$ cat config.mk
export PLATFORM = sky130hd
export DESIGN_NAME = bus_arbiter_rr4_flat
export DESIGN_NICKNAME = d
export VERILOG_FILES = /design/src/rtl/bus_arbiter_rr4_pkg.sv /design/src/rtl/bus_arbiter_rr4_if.sv /design/src/rtl/bus_arbiter_rr4_rr_pick4.sv /design/src/rtl/bus_arbiter_rr4.sv /design/src/flat_wrapper.sv
export SDC_FILE = /design/constraint.sdc
export NUM_CORES = 1
export LEC_CHECK = 0
export ABC_CLOCK_PERIOD_IN_PS = 1700
export BUFFER_PORTS_ARGS = -buffer_cell sky130_fd_sc_hd__buf_2
export CAP_MARGIN = 15
export CORE_ASPECT_RATIO = 0.6
export CORE_UTILIZATION = 33
export CTS_CLUSTER_SIZE = 14
export DETAILED_ROUTE_END_ITERATION = 6
export PLACE_DENSITY = 0.79
export RECOVER_POWER = 25
export SKIP_CTS_REPAIR_TIMING = 1
export SYNTH_ARGS = -nofsm -noshare
export SYNTH_HDL_FRONTEND = slang
export SYNTH_HIERARCHICAL = 1
export SYNTH_SLANG_ARGS = --single-unit
export TNS_END_PERCENT = 1
$ cat constraint.sdc
create_clock -name clk -period 1.7 [get_ports clk]
set_clock_uncertainty 0.05 [all_clocks]
set_input_delay 0.17 -clock clk [delete_from_list [all_inputs] [get_ports clk]]
set_output_delay 0.17 -clock clk [all_outputs]
set_load 0.03 [all_outputs]
$ cat src/rtl/bus_arbiter_rr4_pkg.sv
// Shared definitions for the four-way round-robin bus arbiter:
// FSM state encodings, default timeout sizing and a ring-index helper.
package bus_arbiter_rr4_pkg;

    typedef enum logic {
        ARB_IDLE  = 1'b0,
        ARB_GRANT = 1'b1
    } arb_state_t;

    localparam int DEFAULT_TIMEOUT  = 15;
    localparam int DEFAULT_TO_WIDTH = 4;

    // Position 'offset' steps after 'base' on the four-entry ring; the
    // two-bit add wraps 3 -> 0 for free.
    function automatic logic [1:0] rr_index(input logic [1:0] base, input logic [1:0] offset);
        return base + offset;
    endfunction

endpackage

$ cat src/rtl/bus_arbiter_rr4_if.sv
// Bundle of requester, target and shared-bus signals around the arbiter.
// The slave modport is the arbiter's view; master is the environment's view
// (bus masters driving req/data plus the target driving ack).
interface bus_arbiter_rr4_if;

    logic [3:0]  req;
    logic [31:0] d0;
    logic [31:0] d1;
    logic [31:0] d2;
    logic [31:0] d3;
    logic        ack;
    logic [3:0]  gnt;
    logic [1:0]  sel;
    logic [31:0] bus_data;
    logic        bus_valid;
    logic        err;

    modport slave (
        input  req, d0, d1, d2, d3, ack,
        output gnt, sel, bus_data, bus_valid, err
    );

    modport master (
        output req, d0, d1, d2, d3, ack,
        input  gnt, sel, bus_data, bus_valid, err
    );

endinterface

$ cat src/rtl/bus_arbiter_rr4_rr_pick4.sv
// Combinational round-robin picker: returns the first asserted request
// found when scanning ptr, ptr+1, ... (mod 4).
module rr_pick4 (
    input  logic [3:0] req,
    input  logic [1:0] ptr,
    output logic [1:0] win,
    output logic       valid
);
    import bus_arbiter_rr4_pkg::*;

    // Scan from the farthest ring position back to ptr so the closest
    // asserted request is the last (and therefore winning) assignment.
    always_comb begin
        win = ptr;
        for (int i = 3; i >= 0; i--) begin
            if (req[rr_index(ptr, 2'(i))]) begin
                win = rr_index(ptr, 2'(i));
            end
        end
    end

    assign valid = |req;

endmodule

$ cat src/rtl/bus_arbiter_rr4.sv
// Four-requester round-robin arbiter sharing one 32-bit bus. A grant is held
// until the target acks, the requester withdraws, or the timeout expires;
// each transfer is followed by at least one idle turnaround cycle.
module bus_arbiter_rr4 #(
    parameter int TIMEOUT  = bus_arbiter_rr4_pkg::DEFAULT_TIMEOUT,
    parameter int TO_WIDTH = bus_arbiter_rr4_pkg::DEFAULT_TO_WIDTH
) (
    input  logic               clk,
    input  logic               rst_n,
    bus_arbiter_rr4_if.slave   bus
);
    import bus_arbiter_rr4_pkg::*;

    localparam logic [TO_WIDTH-1:0] TIMEOUT_CNT = TO_WIDTH'(TIMEOUT);

    arb_state_t          state;
    logic [1:0]          ptr;
    logic [TO_WIDTH-1:0] cnt;
    logic [3:0]          gnt;
    logic [1:0]          sel;
    logic                bus_valid;
    logic                err;
    logic [1:0]          win;
    logic                win_valid;
    logic [31:0]         mux_out;

    rr_pick4 u_pick (
        .req   (bus.req),
        .ptr   (ptr),
        .win   (win),
        .valid (win_valid)
    );

    // Arbitration FSM with registered grant, select, valid and error outputs.
    always_ff @(posedge clk or negedge rst_n) begin
        if (!rst_n) begin
            state     <= ARB_IDLE;
            ptr       <= 2'd0;
            cnt       <= '0;
            gnt       <= 4'b0000;
            sel       <= 2'd0;
            bus_valid <= 1'b0;
            err       <= 1'b0;
        end else begin
            case (state)
                ARB_IDLE: begin
                    err <= 1'b0;
                    if (win_valid) begin
                        state     <= ARB_GRANT;
                        gnt       <= 4'b0001 << win;
                        sel       <= win;
                        bus_valid <= 1'b1;
                        cnt       <= '0;
                    end
                end
                ARB_GRANT: begin
                    if (bus.ack) begin
                        state     <= ARB_IDLE;
                        gnt       <= 4'b0000;
                        bus_valid <= 1'b0;
                        ptr       <= sel + 2'd1;
                        err       <= 1'b0;
                    end else if (!bus.req[sel]) begin
                        state     <= ARB_IDLE;
                        gnt       <= 4'b0000;
                        bus_valid <= 1'b0;
                        ptr       <= sel + 2'd1;
                        err       <= 1'b0;
                    end else if (cnt == TIMEOUT_CNT) begin
                        state     <= ARB_IDLE;
                        gnt       <= 4'b0000;
                        bus_valid <= 1'b0;
                        ptr       <= sel + 2'd1;
                        err       <= 1'b1;
                    end else begin
                        cnt <= cnt + 1'b1;
                    end
                end
                default: begin
                    state     <= ARB_IDLE;
                    gnt       <= 4'b0000;
                    bus_valid <= 1'b0;
                    err       <= 1'b0;
                end
            endcase
        end
    end

    // 4:1 data mux steered by the registered select; data is not registered.
    always_comb begin
        case (sel)
            2'd0:    mux_out = bus.d0;
            2'd1:    mux_out = bus.d1;
            2'd2:    mux_out = bus.d2;
            default: mux_out = bus.d3;
        endcase
    end

    assign bus.bus_data  = mux_out & {32{bus_valid}};
    assign bus.gnt       = gnt;
    assign bus.sel       = sel;
    assign bus.bus_valid = bus_valid;
    assign bus.err       = err;

endmodule

$ cat src/flat_wrapper.sv
// flat-port wrapper written by rule: the top's interface ports become plain ports
module bus_arbiter_rr4_flat import bus_arbiter_rr4_pkg::*;
#(
    parameter int TIMEOUT  = bus_arbiter_rr4_pkg::DEFAULT_TIMEOUT,
    parameter int TO_WIDTH = bus_arbiter_rr4_pkg::DEFAULT_TO_WIDTH
)
  (clk, rst_n, bus_req, bus_d0, bus_d1, bus_d2, bus_d3, bus_ack, bus_gnt, bus_sel, bus_bus_data, bus_bus_valid, bus_err);
  bus_arbiter_rr4_if bus_i ();
  input  logic clk;
  input  logic rst_n;
  input wire logic [$bits(bus_i.req)-1:0] bus_req;
  input wire logic [$bits(bus_i.d0)-1:0] bus_d0;
  input wire logic [$bits(bus_i.d1)-1:0] bus_d1;
  input wire logic [$bits(bus_i.d2)-1:0] bus_d2;
  input wire logic [$bits(bus_i.d3)-1:0] bus_d3;
  input wire logic [$bits(bus_i.ack)-1:0] bus_ack;
  output wire logic [$bits(bus_i.gnt)-1:0] bus_gnt;
  output wire logic [$bits(bus_i.sel)-1:0] bus_sel;
  output wire logic [$bits(bus_i.bus_data)-1:0] bus_bus_data;
  output wire logic [$bits(bus_i.bus_valid)-1:0] bus_bus_valid;
  output wire logic [$bits(bus_i.err)-1:0] bus_err;
  assign bus_i.req = bus_req;
  assign bus_i.d0 = bus_d0;
  assign bus_i.d1 = bus_d1;
  assign bus_i.d2 = bus_d2;
  assign bus_i.d3 = bus_d3;
  assign bus_i.ack = bus_ack;
  assign bus_gnt = bus_i.gnt;
  assign bus_sel = bus_i.sel;
  assign bus_bus_data = bus_i.bus_data;
  assign bus_bus_valid = bus_i.bus_valid;
  assign bus_err = bus_i.err;
  bus_arbiter_rr4 #(.TIMEOUT(TIMEOUT), .TO_WIDTH(TO_WIDTH)) u_core (.clk(clk), .rst_n(rst_n), .bus(bus_i));
endmodule
# After elaboration in Yosys (flattened, before gate mapping)
# Index checks and enable logic that the tools add are counted.
# totals
register_bits,15
in_bits,135
wordCells,77
# op_classes
add_sub_neg,5
magnitude_cmp,5
eq_ne,9
shifts,1
mux,42
n_bitwise,2
n_reduce_logical,6
# op_table
op,count
$pmux 32 s3,1
$and 32x32->32,1
$mux 4,8
$mux 1,16
$pmux 4 s2,2
$lt 2x3->1 const B,5
$mux 2,7
$bmux 1 s2,5
$ne 2x2->1 const B,4
$pmux 1 s2,3
$reduce_and 2->1,3
$add 2x1->2 const B,2
$add 2x2->2 const B,2
$add 4x1->4 const B,1
$eq 4x4->1 const B,1
$ne 4x4->1 const B,1
$reduce_and 4->1,1
$reduce_or 4->1,1
$shl 1x2->4 const A,1
$ne 3x3->1 const B,1
$eq 2x1->1 const B,1
$eq 2x2->1 const B,1
$logic_not 2->1,1
$not 1->1,1

# Depth between registers and ports, before layout
# Gate-level depths: netlist of the first run.
# logic_depth
ltp_word,10
ltp_mapped,7
mapped_depth_nobuf,6

# Cells and area by module
# The synthesis of the first run kept the hierarchy.
# modules_own_cells
mod,n_inst,cells_per_inst,area_each_um2
bus_arbiter_rr4,1,226,1610.3
rr_pick4,1,15,91.3

# Least setup slack after synthesis of the first run
# Ideal clock, no wire load.
# synth_timing
kind,register -> output
start,register u_core.sel[1] (netlist: u_core/bus.sel[1])
end,output bus_bus_data[30]
t_arrival_ps,1876
t_required_ps,1480
setup_slack_ps,-396
stages_incl_launch_ff,6
path_buffers,2
path_cell_list,dfrtp_1 ha_1 clkbuf_1 buf_1 a21oi_1 nor2_1
# synth_via
elab_chain_cells,3
elab_cells_between_ends,5
# synth_lines
item,line,source
"start, declared",bus_arbiter_rr4.sv:20,logic [1:0] sel;
"start signal, assigned",bus_arbiter_rr4.sv:51,sel <= win;
"$eq 2x2->1, or another cell as far along",bus_arbiter_rr4.sv:91,case (sel)
$pmux 32 s3 (*),bus_arbiter_rr4.sv:91,
$and 32x32->32 (*),bus_arbiter_rr4.sv:99,assign bus.bus_data = mux_out & {32{bus_valid}};
"end, declared",flat_wrapper.sv:19,output wire logic [$bits(bus_i.bus_data)-1:0] bus_bus_data;
# Every way passes the cells marked *; elsewhere a longest branch is shown, timed or not.

# Worst setup path in the final report of the first run
# layout_timing
start,register u_core.sel[0] (netlist: u_core/bus.sel[0])
end,output bus_bus_data[4]
# The elaborated chain is that of the path after synthesis.

==> reports/qor.csv, run 1 <==
metric;value;unit
outcome;finished, violations left;
violations in the final reports;design-rule violations, negative setup slack;
Crit Reg-Reg Startpoint;u_core/bus.sel[1]$_DFFE_PN0P_;
number of global-route vias before repair;2376;
slowest stage cell on the critical path;dfrtp_2;
Worst R2R Path Depth;5;
Cell variety after synth;32;
count of max-cap constraint violations;0;
routed vias;2666;
type of origin of the critical path;flop;
PD cells;2180;nW/um2
number of failing setup endpoints in the final timing report;32;
non-filler cells in the finished layout;482;
layout cells sized above 1;0.666;
number of cells produced by synthesis;241;
largest stage delay on the critical path;0.42;ns
Hold Startpoint;bus_ack;
endpoint required time on the critical path;1.48;ns
final global-route overflow total;0;
first-iteration detailed-routing DRC count;252;
weighted congestion reported at the end of routability-driven placement;0.792;
fraction of the mapped netlist area in compound gates;0.401;
total power draw;7.21;mW
Antenna Nets Post-Route;0;
setup repair after global routing missed its margin;true;
number of buffers added by the clock tree synthesis step;3;
Ports;175;
FF/Latch Area;380;um2
number of search-and-repair iterations in the first detailed-routing pass;7;
share of the clock period used by the worst path after layout;1.22;
final wirelength;6940;um
hold path cells;5;
minimum clock period after layout;2.08;ns
sequential element share of the synthesized area;0.221;
DR WL/cell;14.4;um
cell area after synthesis;1700;um2
Max VDD drop;963;uV
Max Buffers Root-to-Sink;2;
simple-gate area share of the yosys netlist;0.232;
Clock Tree Root;clkbuf_8;
worst setup path category;flop to output pin;
final non-filler cell area;3310;um2
initial antenna violation count;0;
NumNets Final;560;
H-tree depth;1;
total half-perimeter wirelength after legalization and detailed placement;5620;um
core region area;4750;um2
number of warnings reported in the yosys synthesis log;6;
worst slew margin relative to its limit;0.441;
CTS clock-pin slew for the worst setup and hold paths;0.06;ns
arithmetic-cell share of the synthesized area counting full adders, half adders and majority gates;0.0368;
flops & latches, synth;15;
Cell Count Post-Placement;477;
sum of negative setup slack;-10.63;ns
die width;94.7;um
Inserted Diodes;0;
endpoint arrival time on the critical path;1.86;ns
post-synthesis to final-layout area growth;94.6;%
post-synthesis net count;381;
Hold/Removal Path Class;primary input to flop;
placed instance area;3180;um2
initial core utilization;0.358;
area used by multi-input combinational logic;1630;um2
pin count of the biggest net entering global routing;24;
LEAKAGE;1.62;nW
crit path setup slack, layout;-0.380;ns
port buffer count;174;
multiplexer share of the synthesized area;0.0485;
TritonCTS clock tree;yes;
final count of hold timing violations;0;
R2R Setup Slk;0;ns
layout filler cell count;404;
clock latency at the later pin of the worst-skew pair;0.25;ns
largest family of logic cells by synthesized area;compound AO/OA/AOI/OAI gates;
DRC viols;3;
die height;57.6;um
Sink Count;15;
row count;19;
Max Slew Vio Count;0;
XOR/XNOR Fraction of Synth Area;0;
die footprint;5460;um2
FF-to-FF End;u_core/ptr[1]$_DFFE_PN0P_;
global-route usage over all layers;0.243;
mean instance size in the synthesized netlist;7.06;um2
first-pass GRT wire length;10700;um
highest clock frequency the design can meet;481;MHz
average vias per placed instance;5.53;
Tightest Pin Transition;0.838;ns
maximum fanout count along the critical path;12;
Critical Path, Cell by Cell;inv_4 > ha_4 > buf_6 > a222oi_1 > nor2_1 > a21oi_2 > nor2_4 > buf_2;
endpoint of the worst hold path;u_core/ptr[0]$_DFFE_PN0P_;
critical path capture point type;output pin;
-- stage by stage --
step           hold slack [ns]  worst slack, ns   util
2_1_floorplan           -0.176          -0.0469      -
3_3_place_gp            0.0382           -0.129  0.669
3_5_place_dp            0.0444           -0.136  0.669
4_1_cts                 -0.230           -0.417  0.679
5_1_grt                  0.266           -0.478  0.696
6_report                 0.254           -0.380  0.696
-- layout by cell type (no fill, tap or decap), types with 2 or more instances in the layout --
cell type  instances
clkbuf_1           2
a21oi_2           32
dfrtp_2            4
dfrtp_1           11
nor2_1            39
a21oi_1            7
o21ai_0            2
clkbuf_8           3
nand2b_1           2
ha_2               2
mux2i_1            3
and3_1             3
a222oi_1          33
nand2_1            9
o22ai_1            7
inv_1              5
mux2_4             2
mux2_2             2
buf_12             8
nor2_4            32
buf_4              9
ha_4               2
buf_2            171
nand3_1            4
buf_6              3
-- per-layer routing --
layer	part of all wire	routed length (um)	vias to the layer above	GRT usage
met5	0	0	-	0
met4	0.0082	57	0	0.0455
met3	0.099	686	10	0.0577
met2	0.48	3330	135	0.423
met1	0.41	2870	1231	0.310
li1	-	-	1290	-
-- critical path, delay by kind of cell, from the launching register on --
kind | cells | cell delay [ns]
compound gates | 2 | 0.51
flops | 1 | 0.42
buf+inv | 3 | 0.38
fa+ha+maj | 1 | 0.17
simple gates | 2 | 0.13
-- area by class of cell --
| type | instances | area share |
|---|---|---|
| flip-flops and latches | 15 | 0.115 |
| repair buffers | 194 | 0.346 |
| inverters | 8 | 0.0102 |
| multi-input cells | 198 | 0.491 |
| well taps | 63 | 0.0238 |
| clock buffers | 4 | 0.0136 |
-- where the power goes --
group | total, mW | leakage, nW | internal, mW | switching (mW)
sequential | 0.669 | 0.188 | 0.498 | 0.171
combinational | 6.24 | 1.41 | 2.42 | 3.83
clock | 0.298 | 0.0228 | 0.166 | 0.132
-- registers in the layout, indices dropped and copies added, names as in the netlist --
signal                cells
u_core/bus.bus_valid      1
u_core/bus.err            1
u_core/bus.gnt            4
u_core/bus.sel            2
u_core/cnt                4
u_core/ptr                2
u_core/state              1
-- cell usage after synthesis --
cell       instances  area share
and3_1             3       0.011
clkbuf_1          17       0.037
nand4b_1           1      0.0051
a31o_2             1      0.0051
a31oi_1            1      0.0037
o31ai_1            1      0.0044
o211a_1            1      0.0059
mux2_2             2       0.013
inv_1              8       0.018
buf_1              3      0.0066
a22o_1             1      0.0051
a21oi_2            1      0.0051
a21oi_1           39        0.11
or4_1              1      0.0044
o32a_1             1      0.0059
nand3_1            4       0.012
o22ai_1            7       0.026
a222oi_1          33        0.19
nor2b_1            1      0.0037
ha_1               5       0.037
nor3_1             1      0.0029
o211ai_1           1      0.0044
nand2b_1           2      0.0074
o21ai_0            2      0.0059
nor2_1            71        0.16
o2bb2ai_4          1       0.016
o21a_1             1      0.0044
mux2i_1            3       0.018
nor3b_1            2      0.0088
nand2_1            9       0.020
dfrtp_1           15        0.22
mux2_4             2       0.018
-- how the worst max path moves through the flow --
stage,slack [ns],to,cells after the start,from
4_1_cts,-0.42,bus_bus_data[4],7,u_core/bus.sel[0]$_DFFE_PN0P_
2_1_floorplan,-0.05,bus_bus_data[1],7,u_core/bus.sel[0]$_DFFE_PN0P_
3_5_place_dp,-0.14,bus_bus_data[4],7,u_core/bus.sel[0]$_DFFE_PN0P_
5_1_grt,-0.48,bus_bus_data[16],8,u_core/bus.sel[0]$_DFFE_PN0P_
6_report,-0.38,bus_bus_data[4],8,u_core/bus.sel[0]$_DFFE_PN0P_
3_3_place_gp,-0.13,bus_bus_data[4],7,u_core/bus.sel[0]$_DFFE_PN0P_
-- logic make-up (layout without fill, tap and decap cells) --
| family | count (synthesis) | after routing |
|---|---|---|
| adder cells (fa/ha/maj) | 5 | 5 |
| flip-flops | 15 | 15 |
| AND/OR/NAND/NOR | 95 | 95 |
| AO/OA/AOI/OAI | 91 | 91 |
| multiplexers | 7 | 7 |
| buffers and inverters | 28 | 206 |
Note: power is estimated with default switching activity, not from simulation.
==> run 2, diff against run 1 <==
Settings changed: CTS_BUF_LIST from default to sky130_fd_sc_hd__clkbuf_16.
==> run 2 against run 1 <==
  * The flow still finishes with violations (design-rule violations, negative setup slack)
  * Wire length grew 1.1%
  * Core utilization grew 0.71 points
  * Design area grew 1.0%
  * Hold slack gained 0.032 ns
  * Critical path depth is the same
  * Largest cell class unchanged
  * Largest power group unchanged
  * Highest routed layer unchanged
==> reports/qor.csv, run 2 (synthesis results as in run 1) <==
metric;value;unit
share of total power in combinational logic;0.847;
final wirelength;7020;um
Hold Startpoint;bus_ack;
NumNets Final;560;
first-pass GRT wire length;10800;um
type of origin of the critical path;flop;
Worst setup startpoint;u_core/bus.sel[1]$_DFFE_PN0P_;
relative contribution of sequential cells to total power;0.091;
Internal Pwr Total;3.23;mW
post-synthesis to final-layout area growth;96.5;%
sum of negative setup slack;-10.29;ns
commonest non-fill, non-tap cells in the layout;buf_2, nor2_1, a222oi_1;
crit path setup slack, layout;-0.372;ns
final global-route overflow total;0;
number of global-route vias before repair;2432;
maximum fanout count along the critical path;15;
number of buffers added by the clock tree synthesis step;3;
registers with the most flip-flops;u_core/bus.gnt (4), u_core/cnt (4);
layout filler cell count;395;
die footprint;5460;um2
CTS clock-pin slew for the worst setup and hold paths;0.05;ns
Antenna Nets Post-Route;0;
minimum clock period after layout;2.07;ns
Hold/Removal Path Class;primary input to flop;
first-iteration detailed-routing DRC count;228;
average vias per placed instance;5.53;
endpoint required time on the critical path;1.48;ns
Cell Count Post-Placement;477;
H-tree depth;1;
routed vias;2665;
outcome;finished, violations left;
pin count of the biggest net entering global routing;24;
Ports;175;
DRC viols;2;
Tightest Pin Transition;0.838;ns
highest clock frequency the design can meet;483;MHz
switching part of the total;0.562;
FF/Latch Area;380;um2
number of search-and-repair iterations in the first detailed-routing pass;7;
share of the clock period used by the worst path after layout;1.22;
die width;94.7;um
final count of hold timing violations;0;
Inserted Diodes;0;
layout cells sized above 1;0.666;
non-filler cells in the finished layout;482;
PD cells;2200;nW/um2
weighted congestion reported at the end of routability-driven placement;0.792;
clock latency at the later pin of the worst-skew pair;0.24;ns
count of max-cap constraint violations;0;
total half-perimeter wirelength after legalization and detailed placement;5620;um
Max Slew Vio Count;0;
initial antenna violation count;0;
power dissipated by switching net loads;4.15;mW
global-route usage over all layers;0.245;
TritonCTS clock tree;yes;
Crit Reg-Reg Startpoint;u_core/bus.sel[1]$_DFFE_PN0P_;
worst slew margin relative to its limit;0.442;
core region area;4750;um2
Clock Tree Root;clkbuf_16;
number of failing setup endpoints in the final timing report;33;
setup repair after global routing missed its margin;true;
port buffer count;174;
endpoint arrival time on the critical path;1.85;ns
DR WL/cell;14.6;um
LEAKAGE;1.64;nW
Max Buffers Root-to-Sink;2;
die height;57.6;um
critical path capture point type;output pin;
area used by multi-input combinational logic;1630;um2
initial core utilization;0.358;
worst setup path category;flop to output pin;
Sink Count;15;
worst hold slack after final layout;0.286;ns
violations in the final reports;design-rule violations, negative setup slack;
Max VDD drop;1090;uV
fraction of power consumed by the clock network;0.061;
most common cell after layout, fill and taps aside;buf_2;
row count;19;
[run 2: cell count changes in the layout (fill, tap and decap cells not counted)]
cell	change
clkbuf_1	-1
clkbuf_16	+3
inv_1	+1
clkbuf_8	-3
[run 2: worst paths after layout]
kind / endpoint / slack, ns / cells after the start
max: bus_bus_data[2] / -0.37 / 8
min: u_core/ptr[0]$_DFFE_PN0P_ / 0.29 / 5
max reg2reg: u_core/ptr[1]$_DFFE_PN0P_ / 0 / 5
min reg2reg: u_core/cnt[2]$_DFFE_PN0P_ / 0.47 / 1
max in group asynchronous: u_core/bus.sel[1]$_DFFE_PN0P_ / 0.53 / 2
min in group asynchronous: u_core/bus.gnt[3]$_DFFE_PN0P_ / 0.49 / 2
[run 2: power groups by stage]
stage,registers (mW),logic [mW],clock network (mW)
finish,0.672,6.25,0.453
global route,0.693,6.70,0.478
CTS,0.645,6.10,0.458
detailed placement,0.650,6.08,0
global placement,0.635,5.99,0
floorplan,0.783,4.33,0
[run 2: worst max-delay path, stage by stage, from the launching register on]
cell      delay, ns
dfrtp_2        0.40
inv_2          0.07
ha_4           0.17
buf_8          0.15
a222oi_1       0.34
nor2_1         0.09
a21oi_2        0.17
nor2_4         0.04
buf_2          0.17
[run 2: area by class of cell]
cell class,count,share of cell area
tap,63,0.0236
inverter,8,0.0101
timing repair buffer,194,0.343
sequential,15,0.114
clock inverter,1,0.00112
multi-input combinational,198,0.486
clock buffer,3,0.0224
[run 2: metrics by stage]
stage | instance area, um2 | utilization | total power, mW | worst slack [ns]
after global routing | 3340 | 0.703 | 7.87 | -0.461
after detailed placement | 3180 | 0.669 | 6.73 | -0.136
after CTS | 3260 | 0.686 | 7.21 | -0.402
after floorplan | 2100 | - | 5.11 | -0.0469
final | 3340 | 0.703 | 7.37 | -0.372
after global placement | 3180 | 0.669 | 6.62 | -0.129
[run 2: per-layer routing]
metal,track usage,routed length [um]
met1,0.309,2840
met2,0.436,3450
met3,0.0591,709
met4,0.0325,24
met5,0,0
